==> config.mk <==
export PLATFORM = sky130hd
export DESIGN_NAME = fpmul_seq_flat
export DESIGN_NICKNAME = d
export VERILOG_FILES = /design/src/rtl/fpmul_seq_if.sv /design/src/rtl/fpmul_seq.sv /design/src/flat_wrapper.sv
export SDC_FILE = /design/constraint.sdc
export NUM_CORES = 1
export LEC_CHECK = 0
export ABC_AREA = 1
export CAP_MARGIN = 10
export CORE_ASPECT_RATIO = 0.75
export CORE_MARGIN = 2
export CORE_UTILIZATION = 35
export CTS_BUF_LIST = sky130_fd_sc_hd__clkbuf_4
export DETAILED_ROUTE_END_ITERATION = 10
export HOLD_SLACK_MARGIN = 0.02
export PLACE_DENSITY = 0.54
export REMOVE_ABC_BUFFERS = 1
export SETUP_SLACK_MARGIN = 0.4
export SLEW_MARGIN = 15
export SYNTH_ARGS = -nofsm -noshare
export SYNTH_HDL_FRONTEND = slang
export SYNTH_SLANG_ARGS = --single-unit
==> constraint.sdc <==
create_clock -name clk -period 7.9 [get_ports clk]
set_input_delay 1.58 -clock clk [delete_from_list [all_inputs] [get_ports clk]]
set_output_delay 1.58 -clock clk [all_outputs]
set_load 0.01 [all_outputs]
==> src/rtl/fpmul_seq_if.sv <==
// fpmul_seq_if: operand/result handshake bundle for the sequential FP multiplier.
// Request side: in_valid/in_ready with operands a, b and rounding mode rm.
// Response side: out_valid/out_ready with product out and flags {invalid, overflow, underflow, inexact}.
interface fpmul_seq_if #(
  parameter int EXP_BIT = 8,
  parameter int MAN_BIT = 23
);
  localparam int N_BIT = 1 + EXP_BIT + MAN_BIT;

  logic             in_valid;
  logic             in_ready;
  logic [N_BIT-1:0] a;
  logic [N_BIT-1:0] b;
  logic [1:0]       rm;
  logic             out_valid;
  logic             out_ready;
  logic [N_BIT-1:0] out;
  logic [3:0]       flags;

  // Issuer side: presents operands, consumes results.
  modport master (
    output in_valid, a, b, rm, out_ready,
    input  in_ready, out_valid, out, flags
  );

  // Multiplier side.
  modport slave (
    input  in_valid, a, b, rm, out_ready,
    output in_ready, out_valid, out, flags
  );
endinterface

==> src/rtl/fpmul_seq.sv <==
// fpmul_seq: IEEE-style FP multiplier, radix-2 shift-add significand product, 4 rounding modes, IEEE flags.
// Latency: out_valid rises MAN_BIT+3 cycles after the accepting edge, independent of operand class.
// Backpressure: one op in flight; result held in DONE until out_ready, in_ready only in IDLE.
// Ports: clk, rst (sync active-high), io (fpmul_seq_if.slave: in_valid/in_ready/a/b/rm, out_valid/out_ready/out/flags).
module fpmul_seq #(
  parameter int EXP_BIT = 8,
  parameter int MAN_BIT = 23
) (
  input  logic        clk,
  input  logic        rst,
  fpmul_seq_if.slave  io
);
  localparam int N_BIT = 1 + EXP_BIT + MAN_BIT;
  localparam int SW    = MAN_BIT + 1;          // significand width incl. hidden bit
  localparam int PW    = 2 * SW;               // product width
  localparam int CW    = $clog2(SW + 1);
  localparam int BIAS  = (1 << (EXP_BIT - 1)) - 1;
  localparam int EMAX  = (1 << EXP_BIT) - 1;
  localparam int SUMW  = EXP_BIT + MAN_BIT + 1;

  typedef enum logic [2:0] {IDLE, MUL, NORM, ROUND, DONE} state_t;
  state_t state_q, state_d;

  logic [CW-1:0]       cnt_q;
  logic [PW-1:0]       mcand_q, acc_q;
  logic [SW-1:0]       mplier_q;
  logic                sign_q, qnan_q, invalid_q, inf_q, zero_q;
  logic [1:0]          rm_q;
  logic signed [31:0]  eexp_q, nexp_q;
  logic [MAN_BIT-1:0]  nman_q;
  logic                g_q, r_q, s_q, tiny_q;

  // ---------------- operand classification (on the live inputs, latched on accept)
  logic [EXP_BIT-1:0] ea, eb;
  logic [MAN_BIT-1:0] ma, mb;
  logic a_nan, b_nan, a_snan, b_snan, a_inf, b_inf, a_zero, b_zero;
  logic signed [31:0] eexp_in;

  always_comb begin
    ea      = io.a[N_BIT-2 -: EXP_BIT];
    eb      = io.b[N_BIT-2 -: EXP_BIT];
    ma      = io.a[MAN_BIT-1:0];
    mb      = io.b[MAN_BIT-1:0];
    a_nan   = (&ea) & (|ma);
    b_nan   = (&eb) & (|mb);
    a_snan  = a_nan & ~ma[MAN_BIT-1];
    b_snan  = b_nan & ~mb[MAN_BIT-1];
    a_inf   = (&ea) & ~(|ma);
    b_inf   = (&eb) & ~(|mb);
    a_zero  = ~(|ea) & ~(|ma);
    b_zero  = ~(|eb) & ~(|mb);
    // Denormals use exponent 1 with hidden bit 0.
    eexp_in = $signed(32'(ea) + 32'(ea == '0) + 32'(eb) + 32'(eb == '0) - 32'(BIAS));
  end

  // ---------------- normalisation of the raw product
  logic [31:0]        lead, sh;
  logic signed [31:0] e_n, sh_raw, e_c;
  logic [PW-1:0]      pn, shifted;
  logic               lost, tiny;

  always_comb begin
    lead = '0;
    for (int i = 0; i < PW; i++) begin
      if (acc_q[i]) lead = 32'(i);
    end
    // Binary point of the product sits below bit 2*MAN_BIT.
    e_n    = eexp_q + $signed(lead) - $signed(32'(2 * MAN_BIT));
    pn     = acc_q << (32'(PW - 1) - lead);
    tiny   = (e_n < 1);
    sh_raw = 32'sd1 - e_n;
    sh     = '0;
    if (tiny) sh = (sh_raw > $signed(32'(PW))) ? 32'(PW) : 32'(sh_raw);
    shifted = pn >> sh;
    lost    = |(pn & ~({PW{1'b1}} << sh));
    // A tiny result's exponent field is its (post-shift) hidden bit, i.e. 0.
    e_c     = tiny ? $signed(32'(shifted[PW-1])) : e_n;
  end

  // ---------------- rounding and result assembly
  logic            pre_ovf, inc, ovf, grs, inexact, to_inf;
  logic [SUMW-1:0] sum;
  logic [N_BIT-1:0] res;
  logic [3:0]      flg;

  always_comb begin
    grs     = g_q | r_q | s_q;
    unique case (rm_q)
      2'd0:    inc = g_q & (r_q | s_q | nman_q[0]);
      2'd1:    inc = 1'b0;
      2'd2:    inc = sign_q & grs;
      default: inc = ~sign_q & grs;
    endcase
    pre_ovf = (nexp_q >= $signed(32'(EMAX)));
    // Mantissa carry-out ripples straight into the exponent field.
    sum     = {1'b0, nexp_q[EXP_BIT-1:0], nman_q} + SUMW'(inc);
    ovf     = pre_ovf | (sum[SUMW-1 -: EXP_BIT+1] >= (EXP_BIT+1)'(EMAX));
    inexact = grs | ovf;
    to_inf  = (rm_q == 2'd0) | ((rm_q == 2'd3) & ~sign_q) | ((rm_q == 2'd2) & sign_q);
    res     = {sign_q, sum[SUMW-2:0]};
    flg     = {1'b0, ovf, tiny_q & inexact, inexact};
    if (ovf) begin
      res = to_inf ? {sign_q, {EXP_BIT{1'b1}}, {MAN_BIT{1'b0}}}
                   : {sign_q, EXP_BIT'(EMAX - 1), {MAN_BIT{1'b1}}};
    end
    if (qnan_q) begin
      res = {1'b0, {EXP_BIT{1'b1}}, 1'b1, {(MAN_BIT-1){1'b0}}};
      flg = {invalid_q, 3'b000};
    end else if (inf_q) begin
      res = {sign_q, {EXP_BIT{1'b1}}, {MAN_BIT{1'b0}}};
      flg = '0;
    end else if (zero_q) begin
      res = {sign_q, {(N_BIT-1){1'b0}}};
      flg = '0;
    end
  end

  // ---------------- FSM
  always_ff @(posedge clk) begin
    if (rst) state_q <= IDLE;
    else     state_q <= state_d;
  end

  always_comb begin
    state_d      = state_q;
    io.in_ready  = 1'b0;
    io.out_valid = 1'b0;
    unique case (state_q)
      IDLE: begin
        io.in_ready = 1'b1;
        if (io.in_valid) state_d = MUL;
      end
      MUL:   if (cnt_q == CW'(MAN_BIT)) state_d = NORM;
      NORM:  state_d = ROUND;
      ROUND: state_d = DONE;
      DONE: begin
        io.out_valid = 1'b1;
        if (io.out_ready) state_d = IDLE;
      end
      default: state_d = IDLE;
    endcase
  end

  // ---------------- datapath
  always_ff @(posedge clk) begin
    if (rst) begin
      cnt_q <= '0; mcand_q <= '0; mplier_q <= '0; acc_q <= '0;
      sign_q <= 1'b0; qnan_q <= 1'b0; invalid_q <= 1'b0; inf_q <= 1'b0; zero_q <= 1'b0;
      rm_q <= '0; eexp_q <= '0; nexp_q <= '0; nman_q <= '0;
      g_q <= 1'b0; r_q <= 1'b0; s_q <= 1'b0; tiny_q <= 1'b0;
      io.out <= '0; io.flags <= '0;
    end else begin
      unique case (state_q)
        IDLE: if (io.in_valid) begin
          mcand_q   <= PW'({|ea, ma});
          mplier_q  <= {|eb, mb};
          acc_q     <= '0;
          cnt_q     <= '0;
          rm_q      <= io.rm;
          sign_q    <= io.a[N_BIT-1] ^ io.b[N_BIT-1];
          eexp_q    <= eexp_in;
          qnan_q    <= a_nan | b_nan | (a_inf & b_zero) | (b_inf & a_zero);
          invalid_q <= a_snan | b_snan | (a_inf & b_zero) | (b_inf & a_zero);
          inf_q     <= a_inf | b_inf;
          zero_q    <= a_zero | b_zero;
        end
        MUL: begin
          if (mplier_q[0]) acc_q <= acc_q + mcand_q;
          mcand_q  <= mcand_q << 1;
          mplier_q <= mplier_q >> 1;
          cnt_q    <= cnt_q + 1'b1;
        end
        NORM: begin
          nexp_q <= e_c;
          nman_q <= shifted[PW-2 -: MAN_BIT];
          g_q    <= shifted[PW-2-MAN_BIT];
          r_q    <= shifted[PW-3-MAN_BIT];
          s_q    <= (|shifted[PW-4-MAN_BIT:0]) | lost;
          tiny_q <= tiny;
        end
        ROUND: begin
          io.out   <= res;
          io.flags <= flg;
        end
        default: ;
      endcase
    end
  end
endmodule

==> src/flat_wrapper.sv <==
// flat-port wrapper written by rule: the top's interface ports become plain ports
module fpmul_seq_flat 
#(
  parameter int EXP_BIT = 8,
  parameter int MAN_BIT = 23
)
  (clk, rst, io_in_valid, io_a, io_b, io_rm, io_out_ready, io_in_ready, io_out_valid, io_out, io_flags);
  fpmul_seq_if #(.EXP_BIT(EXP_BIT), .MAN_BIT(MAN_BIT)) io_i ();
  input  logic clk;
  input  logic rst;
  input wire logic [$bits(io_i.in_valid)-1:0] io_in_valid;
  input wire logic [$bits(io_i.a)-1:0] io_a;
  input wire logic [$bits(io_i.b)-1:0] io_b;
  input wire logic [$bits(io_i.rm)-1:0] io_rm;
  input wire logic [$bits(io_i.out_ready)-1:0] io_out_ready;
  output wire logic [$bits(io_i.in_ready)-1:0] io_in_ready;
  output wire logic [$bits(io_i.out_valid)-1:0] io_out_valid;
  output wire logic [$bits(io_i.out)-1:0] io_out;
  output wire logic [$bits(io_i.flags)-1:0] io_flags;
  assign io_i.in_valid = io_in_valid;
  assign io_i.a = io_a;
  assign io_i.b = io_b;
  assign io_i.rm = io_rm;
  assign io_i.out_ready = io_out_ready;
  assign io_in_ready = io_i.in_ready;
  assign io_out_valid = io_i.out_valid;
  assign io_out = io_i.out;
  assign io_flags = io_i.flags;
  fpmul_seq #(.EXP_BIT(EXP_BIT), .MAN_BIT(MAN_BIT)) u_core (.clk(clk), .rst(rst), .io(io_i));
endmodule
==> Word-level counts from Yosys, hierarchy flattened <==
Cells that the tools add are included.
{ "totals": {"in_bits": 70, "word_cells": 184, "out_inout_bits": 38, "regBits": 262} }
{ "classes": {"mux": 74, "n_addsub": 11, "reduce_logical": 17, "n_eq_ne": 12, "magnitude_cmp": 4, "shifts": 3, "bitwise_logic": 43} }
{ "op_table": {"columns": ["cell", "count"], "rows": [
  ["48-bit one-hot mux with 2 select lines", 2],
  ["48-bit two-way mux", 3],
  ["32-bit two-way mux", 4],
  ["6-bit two-way mux", 16],
  ["31-bit two-way mux", 3],
  ["5-bit two-way mux", 17],
  ["32-bit by 7-bit subtractor with 32-bit output, second input constant", 2],
  ["48-bit adder", 1],
  ["48-bit AND", 1],
  ["24-bit two-way mux", 2],
  ["48-bit NOT", 1],
  ["24-bit one-hot mux with 2 select lines", 1],
  ["48-bit OR reduction", 1],
  ["48-bit by 32-bit left shift with 48-bit output", 1],
  ["48-bit by 32-bit left shift with 48-bit output, first input constant", 1],
  ["48-bit by 32-bit right shift with 48-bit output", 1],
  ["23-bit OR reduction", 2],
  ["4-bit two-way mux", 10],
  ["31-bit by 1-bit adder with 32-bit output", 1],
  ["32-bit by 1-bit adder with 32-bit output", 1],
  ["32-bit by 7-bit adder with 32-bit output", 1],
  ["32-bit by 8-bit adder with 32-bit output", 1],
  ["32-bit by 9-bit greater-or-equal comparator with 1-bit output, second input constant", 1],
  ["32-bit by 7-bit > comparator with 1-bit output, second input constant", 1],
  ["other kinds (33)", 89]
]} }

==> Depth between registers and ports, before layout <==
Gate-level depths: netlist of the first run.
{ "logic_depth": {"depth_word": 58, "ltp_mapped": 96, "depth_no_buf": 94} }

==> Worst setup path before layout of the first run <==
No wires, ideal clock.
{ "synth_path": {"kind": "reg2reg", "startpoint": "register u_core.acc_q[2]", "endpoint": "register u_core.s_q", "setup_time_ns": 0.109, "path_buffers": 2, "period_less_slack_ns": 7.672, "t_required_ns": 7.791, "stages_incl_launch_ff": 90, "slack_ns": 0.228, "arrival_ns": 7.563, "path_cell_list": "dfxtp_1 inv_1 nand2_1 nand2_1 nand2_1 nand2_1 nand2_1 nand2_1 nand2_1 nand2_1 nand2_1 nand2_1 nand2_1 nand2_1 nand2_1 nand2_1 nand2_1 nand2_1 [... 54 more ...] nand2_2 nor2_4 nor2_4 buf_1 nand4_1 nand3_1 nand3_1 nand3_1 nor2_1 nand3_1 nand2_1 nand3_1 nand2_1 clkinv_1 nand2_1 nand3_1 nand2_1 inv_1"} }
{ "synth_between": {"elab_chain_cells": 57, "word_cells_on_any_way": 62, "classes_between": "add/sub: 4; order compare: 2; shift: 3; mux: 48; bitwise: 3; reduce/logical: 2"} }
{ "synth_rtl": {"columns": ["element", "line_no", "text"], "rows": [
  ["start: declaration", "fpmul_seq.sv:25", "logic [PW-1:0] mcand_q, acc_q;"],
  ["start signal: assignment", "fpmul_seq.sv:168", "if (mplier_q[0]) acc_q <= acc_q + mcand_q;"],
  ["2-bit two-way mux (2 in series)", "fpmul_seq.sv:65", "if (acc_q[i]) lead = 32'(i);"],
  ["3-bit two-way mux (4 in series)", "fpmul_seq.sv:65", null],
  ["4-bit two-way mux (8 in series)", "fpmul_seq.sv:65", null],
  ["5-bit two-way mux (16 in series)", "fpmul_seq.sv:65", null],
  ["6-bit two-way mux (16 in series)", "fpmul_seq.sv:65", null],
  ["32-bit by 7-bit adder with 32-bit output", "fpmul_seq.sv:68", "e_n = eexp_q + $signed(lead) - $signed(32'(2 * MAN_BIT));"],
  ["32-bit by 7-bit subtractor with 32-bit output", "fpmul_seq.sv:68", null],
  ["2-bit by 32-bit subtractor with 32-bit output", "fpmul_seq.sv:71", "sh_raw = 32'sd1 - e_n;"],
  ["32-bit by 7-bit > comparator with 1-bit output", "fpmul_seq.sv:73", "if (tiny) sh = (sh_raw > $signed(32'(PW))) ? 32'(PW) : 32'(sh_raw);"],
  ["32-bit two-way mux (2 in series)", "fpmul_seq.sv:73", null],
  ["48-bit by 32-bit left shift with 48-bit output", "fpmul_seq.sv:75", "lost = |(pn & ~({PW{1'b1}} << sh));"],
  ["48-bit NOT", "fpmul_seq.sv:75", null],
  ["48-bit AND", "fpmul_seq.sv:75", null],
  ["48-bit OR reduction", "fpmul_seq.sv:75", null],
  ["1-bit OR (*)", "fpmul_seq.sv:178", "s_q <= (|shifted[PW-4-MAN_BIT:0]) | lost;"],
  ["end signal: assignment", "fpmul_seq.sv:178", null],
  ["end: declaration", "fpmul_seq.sv:31", "logic g_q, r_q, s_q, tiny_q;"]
]} }
Every way passes the cells marked *; elsewhere a longest branch is shown, timed or not.
A chain may end at the register's enable or synchronous reset.

==> Final worst setup path of the first run <==
Same ends and word-level chain as after synthesis.

==> results by group, run 1 <==
Timing
  – Final setup TNS: -18.61 ns
  – Worst slew margin: 0.339
  – Fmax: 0.112 GHz
  – # setup viols final: 27
  – Unrepaired setup endpoints after global routing: yes
  – Final hold vios: 0
  – Tcrit/Tclk final: 1.13
  – Post-layout min period: 8.96 ns
  – Clock Skew: 0.0962 ns
  – Tightest Pin Transition: 0.991 ns
  – Slew Viols, Final: 0
  – Setup WS post-layout: -1.06 ns

Clocking
  – Sink Count: 249
  – H-tree levels: 3
  – TritonCTS clock tree: yes
  – Number of CTS-inserted buffers: 72
  – Worst-Skew Late Latency: 0.85 ns
  – Clk pin slew, worst setup/hold paths: 0.06 ns
  – Max Root-Sink Buffers: 3
  – CTS Hold Bufs: 0
  – Root Buffer: clkbuf_4

Global routing
  – First-pass GRT wire length: 132000 um
  – Total gr overflow: 0
  – Vias in the first global route: 23600
  – Total Routing Usage GR: 0.256
  – Largest net degree at the start of global routing: 96
  – Initial antenna violation count: 2

Final layout
  – Area Overhead vs Synth: 28.7%
  – Nets: 4160
  – Ratio of cells with drive above 1 in the final layout: 0.175
  – Commonest non-fill, non-tap cells in the layout: nand2_1, nand3_1, a21oi_1
  – Most common cell after layout, fill and taps aside: nand2_1
  – Fillcell total: 6573

Die
  – CORE AREA: 60700 um2
  – IO Count: 108
  – Die ar.: 63700 um2
  – Die width: 291 um
  – Initial core utilization: 0.356
  – Die height: 219 um
  – Num rows: 78

Routing
  – Routed Antenna Nets: 0
  – DRT Pass-1 Iters: 8
  – DR vias/cell: 5.37
  – Via count: 26000
  – Routed WL: 83400 um
  – Starting DRC count in detailed routing: 2706
  – Routed WL per cell: 17.2 um
  – DRC viols: 0

Critical path
  – Crit end category: register
  – Worst flop-to-flop path startpoint: u_core.acc_q[2]
  – WP data arrival: 9.70 ns
  – Max stage delay on crit path: 0.51 ns
  – CP Max Fanout: 3
  – CP dominant cell by count: buf_4
  – Critical Path RT: 8.64 ns
  – WS Path Type: register to register
  – Setup slack, reg-to-reg: -1.06 ns
  – CP startpoint kind: register
  – Launch point of the worst path: u_core.acc_q[2]
  – Slowest CP cell: nor2_1

Placement
  – GPL Wtd Cong: 1.06
  – HPWL after detailed placement: 61300 um
  – Buffers on Ports: 107

Outcome
  – Outcome: finished, violations left
  – Failing checks: negative setup slack

Synthesis
  – Synth Register Bits: 249
  – Area share of the largest cell type after synthesis: 0.231
  – Post-Syn Instances: 3642
  – Post-synth ARST share: 0
  – Syn Std Cell Area: 21600 um2
  – Cell variety after synth: 66
  – Post-synth top area cell: dfxtp_1
  – EDFF count, synth: 0
  – Avg Cell Area, Syn: 5.93 um2
  – Yosys warning count: 0
  – Top_reg_cell synth: dfxtp_1
  – Synth area leaders: dfxtp_1, nand2_1, nand3_1, a21oi_1, ha_1
  – Seq/Total Area, Yosys: 0.231

Power
  – Max IR drop VDD: 0.256 mV
  – Total power: 8130 uW
  – LEAKAGE: 0.0124 uW
  – Pwr dens: 293 nW/um2

Worst hold path
  – Hold/Removal Path Class: register to register
  – Startpoint of the worst hold path: u_core.mcand_q[46]

Run
  – Number of max-cap violations: 0
## worst max-delay path, delay by kind of cell, from the launching register on
kind,cells,cell delay [ns]
simple gates,23,2.47
flops,1,0.36
buf+inv,50,6.04
## kinds of logic (layout without fill, tap and decap cells)
family / after synthesis / after routing / synth area share
buffers and inverters: 519 / 907 / 0.0948
adders and majority gates: 103 / 103 / 0.0607
xor gates and xnor gates: 66 / 66 / 0.0275
other: 0 / 6 / 0
AOI/OAI and AO/OA: 662 / 662 / 0.175
and+or+nand+nor: 2043 / 2043 / 0.411
DFF: 249 / 249 / 0.231
## cell type report
class                           count  area, um2  area share
Multi-Input combinational cell   2874      15500       0.559
Sequential cell                   249       4990       0.179
Timing Repair Buffer              463       4160       0.150
Inverter                          327       1230      0.0444
Tap cell                          800       1000      0.0360
Clock buffer                      102        766      0.0275
Clock inverter                     15        101     0.00365
Antenna cell                        6       15.0    0.000540
## where the power goes
part           internal [uW]  total, uW  switching (uW)
Combinational           2230       5520            3300
Clock                    622       1220             598
Sequential              1330       1390            56.4
Total                   4180       8130            3950
## registers in the layout, indices dropped and copies added, names as in the netlist, 2 cells and up
signal and cells:
u_core.acc_q 48, u_core.cnt_q 5, u_core.eexp_q 19, u_core.io.flags 4, u_core.io.out 32, u_core.mcand_q 48
u_core.mplier_q 24, u_core.nexp_q 32, u_core.nman_q 23, u_core.rm_q 2, u_core.state_q 3
## synth_stat cells, drive strengths merged, types with 47 or more instances
cell type / count
nand4: 68
inv: 322
nor2: 329
xor2: 48
o221ai: 47
nand3: 617
dfxtp: 249
o21ai: 188
nand2: 946
clkbuf: 142
buf: 50
a21oi: 337
ha: 100
## worst paths after layout
path | end | cells past startpoint
worst max-delay path | u_core.s_q | 73
worst min-delay path | u_core.mcand_q[47] | 2
worst max register to register | u_core.s_q | 73
worst min register to register | u_core.mcand_q[47] | 2
## routing by layer
layer	up-vias	global-route usage	wire (um)
met5	-	0	0
met4	0	0.0622	1590
met3	117	0.0630	7800
met2	983	0.349	32000
met1	11800	0.394	42000
li1	13100	-	-
## through the flow
| stage | hold WS [ns] | utilization | instances | setup slack [ns] | cell area (um2) |
|---|---|---|---|---|---|
| 2_1_floorplan | 0.429 | - | 3450 | -2.49 | 20800 |
| 3_3_place_gp | 0.448 | 0.408 | 4599 | -0.793 | 24800 |
| 3_5_place_dp | 0.454 | 0.408 | 4599 | -0.811 | 24800 |
| 4_1_cts | 0.447 | 0.448 | 4809 | -0.446 | 27200 |
| 5_1_grt | 0.460 | 0.458 | 4836 | -1.42 | 27800 |
| 6_report | 0.449 | 0.458 | 4836 | -1.06 | 27800 |
## what timing repair did
action / CTS / global route
endpoints found under the setup margin: 27 / 58
resized for setup: 165 / 98
pin swaps: 62 / 88
gates cloned: 7 / 3
buffers inserted: 86 / 18
Note: power is estimated with default switching activity, not from simulation.
==> inputs of run 2 (changes only) <==
MAX_ROUTING_LAYER = met4   (was not set)
==> run 2 against run 1 <==
  * The run still ends with negative setup slack left
  * Maximum frequency is 6.8% higher
  * First-iteration DRC count is 7.2% lower
  * Global-route usage is 1.0 points higher
  * Utilization is 0.28 points lower
  * Register-to-register slack better by 0.57 ns
  * Sequential share of layout area is 0.11 points higher
  * Cell count is 1.1% lower
  * Worst hold slack better by 0.0052 ns
  * Sequential power hardly changed
  * Critical path type unchanged
  * Critical endpoint is now u_core.r_q
  * Largest power group unchanged
  * Highest routed layer unchanged
==> results by group, run 2 (same netlist as run 1, synthesis figures left out) <==
Outcome
  – Outcome: finished, violations left
  – Failing checks: negative setup slack

Critical path
  – Setup slack, reg-to-reg: -0.49 ns
  – WP data arrival: 9.12 ns
  – Critical Path RT: 8.63 ns
  – Worst flop-to-flop path startpoint: u_core.acc_q[2]
  – Critical path buffer and inverter count: 11
  – R2R depth: 89
  – CP Max Fanout: 5
  – WS Path Type: register to register
  – CP dominant cell by count: nand2_1
  – Max stage delay on crit path: 0.42 ns
  – CP startpoint kind: register
  – Slowest CP cell: fa_2
  – Crit end category: register
  – Crit path max-delay family: simple AND/OR/NAND/NOR gates
  – FF-to-FF End: u_core.r_q

Timing
  – Setup WS post-layout: -0.492 ns
  – Worst Hold Slack: 0.454 ns
  – Worst slew margin: 0.244
  – Tightest Pin Transition: 1.13 ns
  – Fmax: 0.119 GHz
  – Tcrit/Tclk final: 1.06
  – Final hold vios: 0
  – Clock Skew: 0.0965 ns
  – # setup viols final: 26
  – Slew Viols, Final: 0
  – Post-layout min period: 8.39 ns
  – Unrepaired setup endpoints after global routing: yes

Routing
  – Routed Antenna Nets: 0
  – Starting DRC count in detailed routing: 2512
  – DRC viols: 0
  – DRT Pass-1 Iters: 6
  – DR vias/cell: 5.38
  – Routed WL: 84900 um
  – Routed WL per cell: 17.7 um
  – Via count: 25700

Die
  – Die height: 219 um
  – Initial core utilization: 0.356
  – Num rows: 78
  – CORE AREA: 60700 um2
  – IO Count: 108
  – Die ar.: 63700 um2
  – Die width: 291 um

Global routing
  – First-pass GRT wire length: 133000 um
  – Total Routing Usage GR: 0.267
  – Initial antenna violation count: 2
  – Largest net degree at the start of global routing: 103
  – Vias in the first global route: 23500
  – Total gr overflow: 0

Worst hold path
  – Startpoint of the worst hold path: u_core.mplier_q[0]
  – Hold Path Depth: 2
  – Hold/Removal Path Class: register to register
  – Hold Crit Endpoint: u_core.mplier_q[0]

Final layout
  – Fillcell total: 6559
  – Commonest non-fill, non-tap cells in the layout: nand2_1, nand3_1, a21oi_1
  – Area Overhead vs Synth: 27.9%
  – Largest regs: u_core.acc_q x48, u_core.mcand_q x48
  – Nets: 4106
  – Ratio of cells with drive above 1 in the final layout: 0.166
  – Final std cells w/o fill: 4784
  – Most common cell after layout, fill and taps aside: nand2_1

Clocking
  – Worst-Skew Late Latency: 0.86 ns
  – H-tree levels: 3
  – Sink Count: 249
  – Clk pin slew, worst setup/hold paths: 0.06 ns
  – Max Root-Sink Buffers: 3
  – TritonCTS clock tree: yes
  – Root Buffer: clkbuf_4
  – Number of CTS-inserted buffers: 73

Placement
  – GPL Wtd Cong: 1.03
  – Post-Place Cells: 4614
  – Worst slack, placed: -1.09 ns
  – HPWL after detailed placement: 63600 um
  – Buffers on Ports: 107

Run
  – Number of max-cap violations: 0

Power
  – LEAKAGE: 0.0121 uW
  – Max IR drop VDD: 0.211 mV
  – Total power: 8160 uW
  – Pwr dens: 295 nW/um2
-- run 2: cell count changes in the layout (fill, tap and decap cells not counted), sizes merged --
cell / previous run / this run
clkbuf: 104 / 101
clkinv: 14 / 22
diode: 6 / 3
nor2: 329 / 330
buf: 355 / 299
inv: 324 / 325
-- run 2: timing repair --
item	CTS	global route
buffers inserted	21	14
setup endpoints to repair	58	58
hold endpoints to repair	0	0
pin swaps	51	47
cloned	5	4
resized for setup	180	113
hold buffers	0	0
-- run 2: worst max path at each step --
| stage | cells after the start | start | slack, ns | end |
|---|---|---|---|---|
| 5_1_grt | 95 | u_core.acc_q[2] | -1.44 | u_core.s_q |
| 3_5_place_dp | 85 | u_core.acc_q[2] | -1.09 | u_core.s_q |
| 3_3_place_gp | 84 | u_core.acc_q[2] | -1.23 | u_core.s_q |
| 6_report | 89 | u_core.acc_q[2] | -0.49 | u_core.r_q |
| 2_1_floorplan | 84 | u_core.acc_q[2] | -2.49 | u_core.s_q |
| 4_1_cts | 93 | u_core.acc_q[2] | -0.32 | u_core.s_q |
-- run 2: through the flow --
stage / utilization / TNS, ns / instance area [um2]
3_5_place_dp: 0.410 / -13.75 / 24900
2_1_floorplan: - / -72.33 / 20800
3_3_place_gp: 0.410 / -16.80 / 24900
5_1_grt: 0.455 / -28.60 / 27600
6_report: 0.455 / -4.78 / 27600
4_1_cts: 0.443 / -1.70 / 26900
-- run 2: worst reg2reg max path, delay by kind of cell (launching register included) --
kind / cells / cell delay [ns]
AO/OA/AOI/OAI: 9 / 1.53
adder cells (fa/ha/maj): 4 / 0.87
buffers and inverters: 11 / 1.06
flip-flops: 1 / 0.33
AND/OR/NAND/NOR: 65 / 4.50
-- run 2: per-layer routing --
| layer | wire [um] | vias up | share of wire | track usage |
|---|---|---|---|---|
| met5 | 0 | - | 0 | - |
| met4 | 1010 | 0 | 0.012 | 0.0439 |
| met3 | 7370 | 79 | 0.087 | 0.0586 |
| met2 | 33000 | 908 | 0.39 | 0.358 |
| met1 | 43500 | 11800 | 0.51 | 0.403 |
| li1 | - | 13000 | - | - |
-- run 2: power by group --
part           switching (uW)  internal [uW]
Sequential               55.3           1330
Combinational            3400           2130
Clock                     625            617
Total                    4080           4080
-- run 2: area by class of cell --
type | instances | area (um2) | share of cell area
multi-input combinational | 2875 | 15800 | 0.573
timing repair buffer | 407 | 3680 | 0.133
clock inverter | 24 | 146 | 0.00530
tap | 800 | 1000 | 0.0362
inverter | 327 | 1230 | 0.0445
clock buffer | 99 | 743 | 0.0269
antenna | 3 | 7.51 | 0.000272
sequential | 249 | 4990 | 0.180
